==> config.mk <==
export PLATFORM = sky130hd
export DESIGN_NAME = coproc_ctrl
export DESIGN_NICKNAME = d
export VERILOG_FILES = /design/src/rtl/coproc_ctrl_pkg.sv /design/src/rtl/coproc_ctrl_win_delay.sv /design/src/rtl/coproc_ctrl.sv
export SDC_FILE = /design/constraint.sdc
export NUM_CORES = 1
export LEC_CHECK = 0
export ABC_AREA = 1
export CORE_MARGIN = 2
export CORE_UTILIZATION = 51
export DETAILED_ROUTE_END_ITERATION = 10
export PLACE_DENSITY = 0.91
export SYNTH_ARGS = -nofsm -noshare
export SYNTH_HDL_FRONTEND = slang
export SYNTH_SLANG_ARGS = --single-unit
==> constraint.sdc <==
create_clock -name i_clk -period 3.27 [get_ports i_clk]
set_clock_uncertainty 0.05 [all_clocks]
set_input_delay 0.4905 -clock i_clk [delete_from_list [all_inputs] [get_ports i_clk]]
set_output_delay 0.4905 -clock i_clk [all_outputs]
set_load 0.1 [all_outputs]
==> src/rtl/coproc_ctrl_pkg.sv <==
// Shared types for the image-coprocessor sequencer: FSM states, display sources
// and a helper that sizes the timeout counter.
package coproc_ctrl_pkg;

    typedef enum logic [1:0] {
        ST_IDLE   = 2'd0,
        ST_ARM    = 2'd1,
        ST_PROC   = 2'd2,
        ST_COMMIT = 2'd3
    } state_t;

    typedef enum logic {
        SRC_ROM = 1'b0,
        SRC_RAM = 1'b1
    } src_t;

    // The counter only needs to hold values up to n-1.
    function automatic int cnt_width(input int n);
        return (n <= 2) ? 1 : $clog2(n);
    endfunction

endpackage

==> src/rtl/coproc_ctrl_win_delay.sv <==
// Delays the VGA in-window flag by the ROM/RAM read latency so it lines up
// with the returned pixel data. A latency of zero collapses to a wire.
module coproc_ctrl_win_delay #(
    parameter int RD_LAT = 1
) (
    input  logic i_clk,
    input  logic i_reset,
    input  logic i_win,
    output logic o_win_d
);

    generate
        if (RD_LAT == 0) begin : g_wire
            assign o_win_d = i_win;
        end else begin : g_pipe
            logic [RD_LAT-1:0] r_shift;
            logic [RD_LAT-1:0] w_stage_in;
            genvar gi;

            for (gi = 0; gi < RD_LAT; gi++) begin : g_stage
                if (gi == 0) begin : g_first
                    assign w_stage_in[gi] = i_win;
                end else begin : g_rest
                    assign w_stage_in[gi] = r_shift[gi-1];
                end
            end

            always_ff @(posedge i_clk) begin
                if (i_reset) begin
                    r_shift <= '0;
                end else begin
                    r_shift <= w_stage_in;
                end
            end

            assign o_win_d = r_shift[RD_LAT-1];
        end
    endgenerate

endmodule

==> src/rtl/coproc_ctrl.sv <==
// Main sequencer for the image coprocessor: runs a processing pass, gates RAM
// writes, tracks result validity and picks ROM or RAM pixels for the VGA path.
module coproc_ctrl
    import coproc_ctrl_pkg::*;
#(
    parameter int              PIX_W        = 8,
    parameter int              ADDR_W       = 17,
    parameter int              N_ALG        = 4,
    parameter int              ALG_W        = 2,
    parameter int              RD_LAT       = 1,
    parameter int              TIMEOUT_CYC  = 1048576,
    parameter logic [PIX_W-1:0] BORDER_COLOR = '0
) (
    input  logic              i_clk,
    input  logic              i_reset,
    input  logic              i_run,
    input  logic              i_alg_next,
    input  logic              i_src_force_rom,
    input  logic              i_frame_start,
    input  logic              i_proc_done,
    input  logic              i_proc_wvalid,
    input  logic [ADDR_W-1:0] i_proc_waddr,
    input  logic              i_in_window,
    input  logic [PIX_W-1:0]  i_rom_pix,
    input  logic [PIX_W-1:0]  i_ram_pix,
    output logic              o_proc_start,
    output logic              o_ram_wren,
    output logic [ADDR_W-1:0] o_ram_waddr,
    output logic [ALG_W-1:0]  o_sel_alg,
    output logic [ALG_W-1:0]  o_active_alg,
    output logic [PIX_W-1:0]  o_color_out,
    output logic              o_busy,
    output logic              o_frame_valid,
    output logic              o_timeout_err
);

    localparam int TO_W = cnt_width(TIMEOUT_CYC);

    state_t             r_state;
    state_t             w_state_next;
    src_t               r_src;
    src_t               r_pending;
    src_t               w_pending_next;
    logic [TO_W-1:0]    r_to_cnt;
    logic [ALG_W-1:0]   r_sel_alg;
    logic [ALG_W-1:0]   r_active_alg;
    logic               r_proc_start;
    logic               r_ram_wren;
    logic [ADDR_W-1:0]  r_ram_waddr;
    logic [PIX_W-1:0]   r_color;
    logic               r_frame_valid;
    logic               r_timeout_err;
    logic               w_to_hit;
    logic               w_proc_start_next;
    logic               w_wren_next;
    logic               w_busy;
    logic               w_win_d;

    assign w_to_hit = (r_state == ST_PROC) && (r_to_cnt == TO_W'(TIMEOUT_CYC - 1));

    always_ff @(posedge i_clk) begin
        if (i_reset) begin
            r_state <= ST_IDLE;
        end else begin
            r_state <= w_state_next;
        end
    end

    // PROC_DONE is checked ahead of the timeout so a late finish still commits.
    always_comb begin
        w_state_next = r_state;
        case (r_state)
            ST_IDLE:   if (i_run) w_state_next = ST_ARM;
            ST_ARM:    w_state_next = ST_PROC;
            ST_PROC: begin
                if (i_proc_done)   w_state_next = ST_COMMIT;
                else if (w_to_hit) w_state_next = ST_IDLE;
            end
            ST_COMMIT: if (i_frame_start) w_state_next = ST_IDLE;
            default:   w_state_next = ST_IDLE;
        endcase
    end

    always_comb begin
        w_proc_start_next = (r_state == ST_ARM);
        w_wren_next       = i_proc_wvalid && (r_state == ST_PROC);
        w_busy            = (r_state != ST_IDLE);
        w_pending_next    = r_pending;
        if (r_state == ST_IDLE && i_run) begin
            w_pending_next = SRC_ROM;
        end else if (r_state == ST_COMMIT && i_frame_start) begin
            w_pending_next = SRC_RAM;
        end
    end

    coproc_ctrl_win_delay #(
        .RD_LAT (RD_LAT)
    ) u_win_delay (
        .i_clk   (i_clk),
        .i_reset (i_reset),
        .i_win   (i_in_window),
        .o_win_d (w_win_d)
    );

    always_ff @(posedge i_clk) begin
        if (i_reset) begin
            r_proc_start  <= 1'b0;
            r_ram_wren    <= 1'b0;
            r_ram_waddr   <= '0;
            r_sel_alg     <= '0;
            r_active_alg  <= '0;
            r_to_cnt      <= '0;
            r_frame_valid <= 1'b0;
            r_timeout_err <= 1'b0;
            r_pending     <= SRC_ROM;
            r_src         <= SRC_ROM;
            r_color       <= BORDER_COLOR;
        end else begin
            r_proc_start <= w_proc_start_next;
            r_ram_wren   <= w_wren_next;
            r_ram_waddr  <= i_proc_waddr;
            r_pending    <= w_pending_next;

            if (i_alg_next) begin
                r_sel_alg <= (r_sel_alg == ALG_W'(N_ALG - 1)) ? '0 : r_sel_alg + 1'b1;
            end

            case (r_state)
                ST_IDLE: begin
                    if (i_run) begin
                        r_active_alg  <= r_sel_alg;
                        r_timeout_err <= 1'b0;
                        r_frame_valid <= 1'b0;
                        r_to_cnt      <= '0;
                    end
                end
                ST_PROC: begin
                    if (!i_proc_done) begin
                        if (w_to_hit) r_timeout_err <= 1'b1;
                        else          r_to_cnt      <= r_to_cnt + 1'b1;
                    end
                end
                ST_COMMIT: begin
                    if (i_frame_start) r_frame_valid <= 1'b1;
                end
                default: ;
            endcase

            // A commit at this boundary is shown from this frame onward.
            if (i_frame_start) r_src <= w_pending_next;

            if (!w_win_d) begin
                r_color <= BORDER_COLOR;
            end else if (r_src == SRC_RAM && r_frame_valid && !i_src_force_rom) begin
                r_color <= i_ram_pix;
            end else begin
                r_color <= i_rom_pix;
            end
        end
    end

    assign o_proc_start  = r_proc_start;
    assign o_ram_wren    = r_ram_wren;
    assign o_ram_waddr   = r_ram_waddr;
    assign o_sel_alg     = r_sel_alg;
    assign o_active_alg  = r_active_alg;
    assign o_color_out   = r_color;
    assign o_busy        = w_busy;
    assign o_frame_valid = r_frame_valid;
    assign o_timeout_err = r_timeout_err;

endmodule
==> out/qor.tcl, run 1 <==
set qor(status) {completed}
set qor(critPathKind) {flip-flop to output port}
set qor(drv.max_cap_violation_count) 0
set qor(die_x_um) 76.0
set qor(row_count) 26
set qor(setup_violations) 0
set qor(cellPowerDensity_nw_per_um2) 566
set qor(critical-path-max-stage-delay_ns) 1.15
set qor(grt_pass1_vias) 2470
set qor(cts_inserted_buffers) 9
set qor(syn_inst) 356
set qor(vias_per_cell) 4.88
set qor(yosysTopAreaCell) {sky130_fd_sc_hd__dfxtp_1}
set qor(crit_path_top_delay_cell) {sky130_fd_sc_hd__clkdlybuf4s50_1}
set qor(ys_seq_elements) 58
set qor(resized_gates_after_cts) 0
set qor(worst_r2r_endpoint) {r_to_cnt[9]}
set qor(synth.distinct_cells) 33
set qor(remaining_drc_errors) 0
set qor(worst_r2r_startpoint) {r_to_cnt[0]}
set qor(clk_pin_slew_worst_paths_ns) 0.07
set qor(critical_path.top_delay_family) {buffers and inverters}
set qor(grt_max_degree) 16
set qor(worst_hold_path.num_cells) 2
set qor(hold_path.class) {flip-flop to flip-flop}
set qor(p_leak_nw) 1.51
set qor(rr_worst_depth) 11
set qor(timing_worst_slew_pin_value_ns) 1.02
set qor(relative_area_change_from_synthesis_to_final_layout_pct) 36.9
set qor(number_of_antenna_violations_at_the_first_check_in_global_routing) 0
set qor(violation_count_after_the_first_detailed_routing_iteration) 156
set qor(finalWirelength_um) 6430
set qor(synth.cells.most_frequent) {81 x sky130_fd_sc_hd__nor2_1, 58 x sky130_fd_sc_hd__dfxtp_1, 55 x sky130_fd_sc_hd__inv_1, 53 x sky130_fd_sc_hd__nand2_1, 19 x sky130_fd_sc_hd__nand3_1}
set qor(finalCriticalPeriod_ns) 2.41
set qor(drt-pass1-iter-count) 4
set qor(cp_data_required_time_ns) 2.73
set qor(dieHeight_um) 76.0
set qor(grt-ovfl-total) 0
set qor(wl_per_cell_um) 12.6
set qor(fillerInstances) 358
set qor(post_synth_edffs) 0
set qor(synthMostInstantiatedCell) {sky130_fd_sc_hd__nor2_1}
set qor(cts_tree) {yes}
set qor(cts-hold-fix-buffers) 0
set qor(worstPathMaxFanout) 4
set qor(clock_tree.htree_level_count) 3
set qor(max-clock-path-buffers) 2
set qor(clock_insertion_delay_at_the_later_pin_of_the_skew_report_ns) 0.34
set qor(worst_hold_path.endpoint) {o_timeout_err}
set qor(io_pins) 76
set qor(number_of_buffers_added_for_setup_after_cts) 0
set qor(timing_max_transition_violations_final) 0
set qor(place_congestion) 0.885
set qor(min-delay-start) {o_timeout_err}
set qor(post_syn_area_per_cell_um2) 7.42
set qor(design.core.area_um2) 5040
set qor(initial_core_util_pct) 52.4
set qor(synth_ff_type) {sky130_fd_sc_hd__dfxtp_1}
set qor(grt_pass1_wl_um) 10900
set qor(max_slew_margin_pct) 32.1
set qor(synth.yosys.warnings) 0
set qor(layout_worst_path_cycle_share_pct) 73.6
set qor(multiInputGateArea_um2) 1190
set qor(timing.fmax_mhz) 415
set qor(timing.critical_path.to_type) {output port}
set qor(critPathArrivalTime_ns) 1.87
set qor(syn_area_um2) 2640
set qor(synth-seq-area-share_pct) 44.0
set qor(antenna_violating_nets_post_route) 0
set qor(sequential_cell_area_um2) 1160
set qor(critical_path.startpoint_type) {flip-flop}
set qor(r2r_setup_slack_ns) 1.20
set qor(synthesis.nets) 400
set qor(insertedDiodeCount) 0
set qor(nNetsFinal) 480
set qor(max-vdd-ir-drop_mv) 0.411
set qor(finish.cell_count_without_fillers) 511
set qor(rsz0062_at_grt) {no}
set qor(fp.dieArea_um2) 5770
set qor(setup_tns_ns) 0
set qor(route.vias.total) 2496
set qor(synthDominantCellAreaShare_pct) 44.0
set qor(post_synth_main_area_contributors) {sky130_fd_sc_hd__dfxtp_1 44%, sky130_fd_sc_hd__nor2_1 12%, sky130_fd_sc_hd__inv_1 7.8%}
set qor(gr-usage-all-layers_pct) 23.7
set qor(critical_path.n_buffers_inverters) 1
set qor(cts.root.buffer_cell) {sky130_fd_sc_hd__clkbuf_8}
set qor(port-buffer-count) 75
set qor(timing.final.hold_violations) 0
set qor(place_hpwl_um) 4690
set qor(critical_path.cell_chain) {clkdlybuf4s50_1}
set qor(placed_cells_incl_taps) 495
set qor(numClockSinks) 58
set qor(async_reset_ff_share_pct) 0
set qor(post_route_cells_drive_above_1_share_pct) 11.8
[worst min-delay path, cell delays in order (launching register included)]
cell and delay (ns):
sky130_fd_sc_hd__dfxtp_1 0.31, sky130_fd_sc_hd__inv_1 0.05, sky130_fd_sc_hd__a21oi_1 0.05
[sequential cells by signal, summed over array words and instances, names as in the netlist]
register and flops:
o_ram_waddr 17, o_proc_start 1, o_timeout_err 1, o_color_out 8
o_ram_wren 1, r_to_cnt 20, o_active_alg 2, o_frame_valid 1
o_sel_alg 2, r_state 2, r_pending 1, r_src 1
u_win_delay.o_win_d 1
[area by class of cell]
| type | instances | area share [%] |
|---|---|---|
| clock buffers | 11 | 3.63 |
| clock inverters | 5 | 2.18 |
| inverters | 57 | 5.92 |
| multi-input cells | 233 | 33.0 |
| flip-flops and latches | 58 | 32.1 |
| well taps | 70 | 2.42 |
| repair buffers | 77 | 20.8 |
[through the flow]
step	total power [mW]	hold WS [ns]	instance area, um2	util [%]	setup slack (ns)
after floorplan	1.22	0.397	2640	-	1.45
after global placement	1.33	0.394	3410	67.5	1.09
after detailed placement	1.34	0.404	3410	67.5	1.03
after CTS	2.06	0.413	3620	71.7	0.844
after global routing	2.12	0.435	3620	71.7	0.823
final	2.05	0.405	3620	71.7	0.863
[metal layers]
| layer | global-route usage, % | share of wire [%] |
|---|---|---|
| met5 | 0 | 0 |
| met4 | 9.45 | 2.3 |
| met3 | 12.1 | 9.6 |
| met2 | 42.0 | 49 |
| met1 | 23.5 | 39 |
[cells by family (layout without fill, tap and decap cells)]
group,after synthesis,in the layout,synth area share [%]
and+or+nand+nor,187,187,33.1
buffers and inverters,65,150,10.9
DFF,58,58,44.0
AOI/OAI and AO/OA,40,40,9.81
xor gates and xnor gates,4,4,1.33
adders and majority gates,2,2,0.947
[report_power, final]
part	internal (mW)	total [mW]	switching [mW]
clock	0.428	0.721	0.293
combinational	0.140	0.555	0.415
sequential	0.744	0.770	0.0252
[placed cells by master (no fill, tap or decap)]
cell type | synthesis | layout
sky130_fd_sc_hd__a21oi_4 | 1 | 1
sky130_fd_sc_hd__nand3_1 | 19 | 19
sky130_fd_sc_hd__nand3_4 | 1 | 1
sky130_fd_sc_hd__clkdlybuf4s50_1 | 0 | 69
sky130_fd_sc_hd__nor2_8 | 1 | 1
sky130_fd_sc_hd__nand4_1 | 8 | 8
sky130_fd_sc_hd__o211ai_1 | 1 | 1
sky130_fd_sc_hd__nand2_4 | 2 | 2
sky130_fd_sc_hd__o21bai_1 | 3 | 3
sky130_fd_sc_hd__bufinv_16 | 0 | 2
sky130_fd_sc_hd__inv_1 | 55 | 55
sky130_fd_sc_hd__inv_2 | 2 | 2
sky130_fd_sc_hd__o21ai_4 | 1 | 1
sky130_fd_sc_hd__xnor2_1 | 1 | 1
sky130_fd_sc_hd__nand3_2 | 6 | 6
sky130_fd_sc_hd__clkinv_4 | 0 | 1
sky130_fd_sc_hd__o21ai_1 | 7 | 7
sky130_fd_sc_hd__nor3b_1 | 1 | 1
sky130_fd_sc_hd__xor2_1 | 3 | 3
sky130_fd_sc_hd__clkbuf_1 | 2 | 2
sky130_fd_sc_hd__nand2_1 | 53 | 53
sky130_fd_sc_hd__clkinv_2 | 0 | 2
sky130_fd_sc_hd__ha_1 | 2 | 2
sky130_fd_sc_hd__and2_1 | 1 | 1
sky130_fd_sc_hd__a21oi_2 | 7 | 7
sky130_fd_sc_hd__a21oi_1 | 6 | 6
sky130_fd_sc_hd__nor2_1 | 81 | 81
sky130_fd_sc_hd__nor2_2 | 3 | 3
sky130_fd_sc_hd__nor3_1 | 5 | 5
sky130_fd_sc_hd__o21ai_0 | 14 | 14
sky130_fd_sc_hd__buf_4 | 1 | 8
sky130_fd_sc_hd__nand2_2 | 4 | 4
sky130_fd_sc_hd__dfxtp_1 | 58 | 58
sky130_fd_sc_hd__nor2_4 | 2 | 2
sky130_fd_sc_hd__clkbuf_8 | 0 | 9
[worst max-delay path by stage]
| stage | start | end | slack, ns | depth (start not counted) |
|---|---|---|---|---|
| after global placement | i_proc_done | r_to_cnt[2] | 1.09 | 7 |
| after CTS | o_sel_alg[1] | o_sel_alg[1] | 0.84 | 1 |
| final | o_sel_alg[1] | o_sel_alg[1] | 0.86 | 1 |
| after global routing | o_sel_alg[1] | o_sel_alg[1] | 0.82 | 1 |
| after detailed placement | i_proc_done | r_to_cnt[2] | 1.03 | 7 |
| after floorplan | o_frame_valid | o_color_out[0] | 1.45 | 5 |
Note: power is estimated with default switching activity, not from simulation.
==> run 2, diff against run 1 <==
--- a/config.mk
+++ b/config.mk
@@ -7,9 +7,9 @@
 export LEC_CHECK = 0
 export ABC_AREA = 1
 export CORE_MARGIN = 2
-export CORE_UTILIZATION = 51
+export CORE_UTILIZATION = 43
 export DETAILED_ROUTE_END_ITERATION = 10
-export PLACE_DENSITY = 0.91
+export PLACE_DENSITY = 0.82
 export SYNTH_ARGS = -nofsm -noshare
 export SYNTH_HDL_FRONTEND = slang
 export SYNTH_SLANG_ARGS = --single-unit
==> constraint.sdc (replaced) <==
create_clock -name i_clk -period 2.2 [get_ports i_clk]
set_clock_uncertainty 0.05 [all_clocks]
set_input_delay 0.33 -clock i_clk [delete_from_list [all_inputs] [get_ports i_clk]]
set_output_delay 0.33 -clock i_clk [all_outputs]
set_load 0.1 [all_outputs]
==> out/qor.tcl, run 2 (same netlist as run 1, synthesis figures left out) <==
set qor(sequential_cell_area_um2) 1160 ;# unchanged
set qor(timing.final.hold_violations) 0 ;# unchanged
set qor(grt_pass1_wl_um) 10400 ;# -4.7%
set qor(critical-path-top-cell-by-count) {sky130_fd_sc_hd__nor2_1}
set qor(number_of_antenna_violations_at_the_first_check_in_global_routing) 0 ;# unchanged
set qor(p_leak_nw) 1.60 ;# +6.1%
set qor(finish.cell_count_without_fillers) 523 ;# +2.3%
set qor(timing.critical_path.to_type) {flip-flop}
set qor(violation_count_after_the_first_detailed_routing_iteration) 220 ;# +41%
set qor(largest-register) {r_to_cnt}
set qor(wl_per_cell_um) 12.0 ;# -4.2%
set qor(final_cell_mix) {81 x sky130_fd_sc_hd__nor2_1, 58 x sky130_fd_sc_hd__dfxtp_1, 55 x sky130_fd_sc_hd__inv_1}
set qor(cellPowerDensity_nw_per_um2) 865 ;# +53%
set qor(clock_insertion_delay_at_the_later_pin_of_the_skew_report_ns) 0.33 ;# about the same
set qor(clock_tree.htree_level_count) 3 ;# unchanged
set qor(drv.max_cap_violation_count) 0 ;# unchanged
set qor(critPathKind) {flip-flop to flip-flop}
set qor(insertedDiodeCount) 0 ;# unchanged
set qor(cts.root.buffer_cell) {sky130_fd_sc_hd__clkbuf_8}
set qor(initial_core_util_pct) 44.6 ;# -7.8 points
set qor(dieHeight_um) 82.4 ;# +8.4%
set qor(design.core.area_um2) 5920 ;# +17%
set qor(rsz0062_at_grt) {no}
set qor(hold_path.class) {flip-flop to flip-flop}
set qor(antenna_violating_nets_post_route) 0 ;# unchanged
set qor(place_hpwl_um) 4620 ;# -1.6%
set qor(vias_per_cell) 4.83 ;# -1.2%
set qor(finalWirelength_um) 6300 ;# -2.0%
set qor(cp_data_required_time_ns) 2.41 ;# -0.32 ns
set qor(post_route_cells_drive_above_1_share_pct) 19.9 ;# +8.1 points
set qor(io_pins) 76 ;# unchanged
set qor(drt-pass1-iter-count) 4 ;# unchanged
set qor(port-buffer-count) 75 ;# unchanged
set qor(timing_worst_slew_pin_value_ns) 0.517 ;# -0.498 ns
set qor(setup_violations) 0 ;# unchanged
set qor(max-clock-path-buffers) 2 ;# unchanged
set qor(remaining_drc_errors) 0 ;# unchanged
set qor(gr-usage-all-layers_pct) 20.1 ;# -3.7 points
set qor(timing_max_transition_violations_final) 0 ;# unchanged
set qor(cts_tree) {yes}
set qor(clk_pin_slew_worst_paths_ns) 0.07 ;# about the same
set qor(critical_path.n_buffers_inverters) 2 ;# +1
set qor(crit_path_top_delay_cell) {sky130_fd_sc_hd__dfxtp_1}
set qor(critical-path-max-stage-delay_ns) 0.43 ;# -0.72 ns
set qor(multiInputGateArea_um2) 1200 ;# +0.73%
set qor(flip_flop_count_of_the_largest_register_all_copies_and_words_added) 20 ;# unchanged
set qor(grt_max_degree) 20 ;# +4
set qor(max_slew_margin_pct) 65.2 ;# +33 points
set qor(critical_path.startpoint_type) {flip-flop}
set qor(die_x_um) 82.4 ;# +8.4%
set qor(route.vias.total) 2524 ;# +1.1%
set qor(grt_pass1_vias) 2403 ;# -2.7%
set qor(relative_area_change_from_synthesis_to_final_layout_pct) 37.8
set qor(status) {completed}
set qor(critical_path.top_delay_family) {simple AND/OR/NAND/NOR gates}
set qor(critPathArrivalTime_ns) 2.17 ;# +0.30 ns
set qor(max-vdd-ir-drop_mv) 0.669 ;# +63%
set qor(post-route-cell-area_um2) 3640 ;# +0.69%
set qor(fillerInstances) 479 ;# +34%
set qor(leading_cell_type_in_the_layout_fill_and_taps_excluded) {sky130_fd_sc_hd__nor2_1}
set qor(worstPathMaxFanout) 13 ;# +9
set qor(grt-ovfl-total) 0 ;# unchanged
set qor(cts_inserted_buffers) 9 ;# unchanged
set qor(row_count) 28 ;# +7.7%
set qor(nNetsFinal) 487 ;# +1.5%
set qor(setup_tns_ns) 0 ;# unchanged
set qor(placed_cells_incl_taps) 504 ;# +1.8%
set qor(finalCriticalPeriod_ns) 1.95
set qor(critical_path.cell_chain) {ha_1 -> inv_1 -> nor2_4 -> nand2_4 -> nor2_8 -> nand3_4 -> nand2_8 -> inv_2 -> nor2_1 -> nor2_1 -> nor2_1}
set qor(timing.fmax_mhz) 512
set qor(fp.dieArea_um2) 6790 ;# +18%
set qor(place_congestion) 0.846 ;# -4.4%
set qor(numClockSinks) 58 ;# unchanged
set qor(place_area_um2) 3370 ;# -0.99%
set qor(layout_worst_path_cycle_share_pct) 88.8
-- run 2: changes by cell type in the layout (fill, tap and decap cells not counted), sizes merged --
cell,change
buf,+35
clkbuf,+1
clkdlybuf4s50,-28
clkinv,-2
clkinvlp,+1
-- run 2: power by group --
group | switching (mW) | total [mW] | internal (mW)
combinational | 0.627 | 0.850 | 0.223
sequential | 0.0350 | 1.14 | 1.11
clock | 0.428 | 1.16 | 0.729
total | 1.09 | 3.15 | 2.06
-- run 2: layout make-up --
cell class,count,area share (%)
clock buffers,12,4.54
clock inverters,4,1.99
inverters,57,5.88
multi-input cells,233,33.0
flip-flops and latches,58,31.9
well taps,75,2.58
repair buffers,84,20.1
-- run 2: what timing repair did --
action | 4_1_cts | 5_1_grt
gates resized for setup | 0 | 1
hold buffers | 0 | 0
endpoints found under the setup margin | 0 | 2
buffers inserted | 0 | 3
-- run 2: worst paths after layout --
check | start | endpoint | slack (ns) | cells past startpoint
worst max-delay path | r_to_cnt[0] | r_to_cnt[9] | 0.25 | 11
worst min register to register | o_timeout_err | o_timeout_err | 0.41 | 2
worst min-delay path | o_timeout_err | o_timeout_err | 0.41 | 2
worst max register to register | r_to_cnt[0] | r_to_cnt[9] | 0.25 | 11
-- run 2: per-layer routing --
metal / part of all wire (%) / up-vias / GRT usage [%]
li1: - / 1276 / -
met1: 41 / 1141 / 22.9
met2: 50 / 97 / 32.6
met3: 8.8 / 10 / 8.15
met4: 0.90 / 0 / 9.33
met5: 0 / - / 0
-- run 2: per-stage QoR --
stage,total power [mW],worst slack [ns],hold slack (ns),utilization [%]
finish,3.15,0.247,0.414,61.5
global route,3.27,0.0671,0.436,61.5
CTS,3.15,0.168,0.420,61.0
detailed placement,2.01,0.218,0.407,57.0
global placement,1.99,0.299,0.402,57.0
floorplan,1.81,0.375,0.374,-
-- run 2: worst reg2reg max path, cell delays in order (launching register included) --
cell and delay [ns]:
sky130_fd_sc_hd__dfxtp_1 0.43, sky130_fd_sc_hd__ha_1 0.24, sky130_fd_sc_hd__inv_1 0.10, sky130_fd_sc_hd__nor2_4 0.17, sky130_fd_sc_hd__nand2_4 0.10, sky130_fd_sc_hd__nor2_8 0.15, sky130_fd_sc_hd__nand3_4 0.16, sky130_fd_sc_hd__nand2_8 0.16
sky130_fd_sc_hd__inv_2 0.10, sky130_fd_sc_hd__nor2_1 0.10, sky130_fd_sc_hd__nor2_1 0.05, sky130_fd_sc_hd__nor2_1 0.09
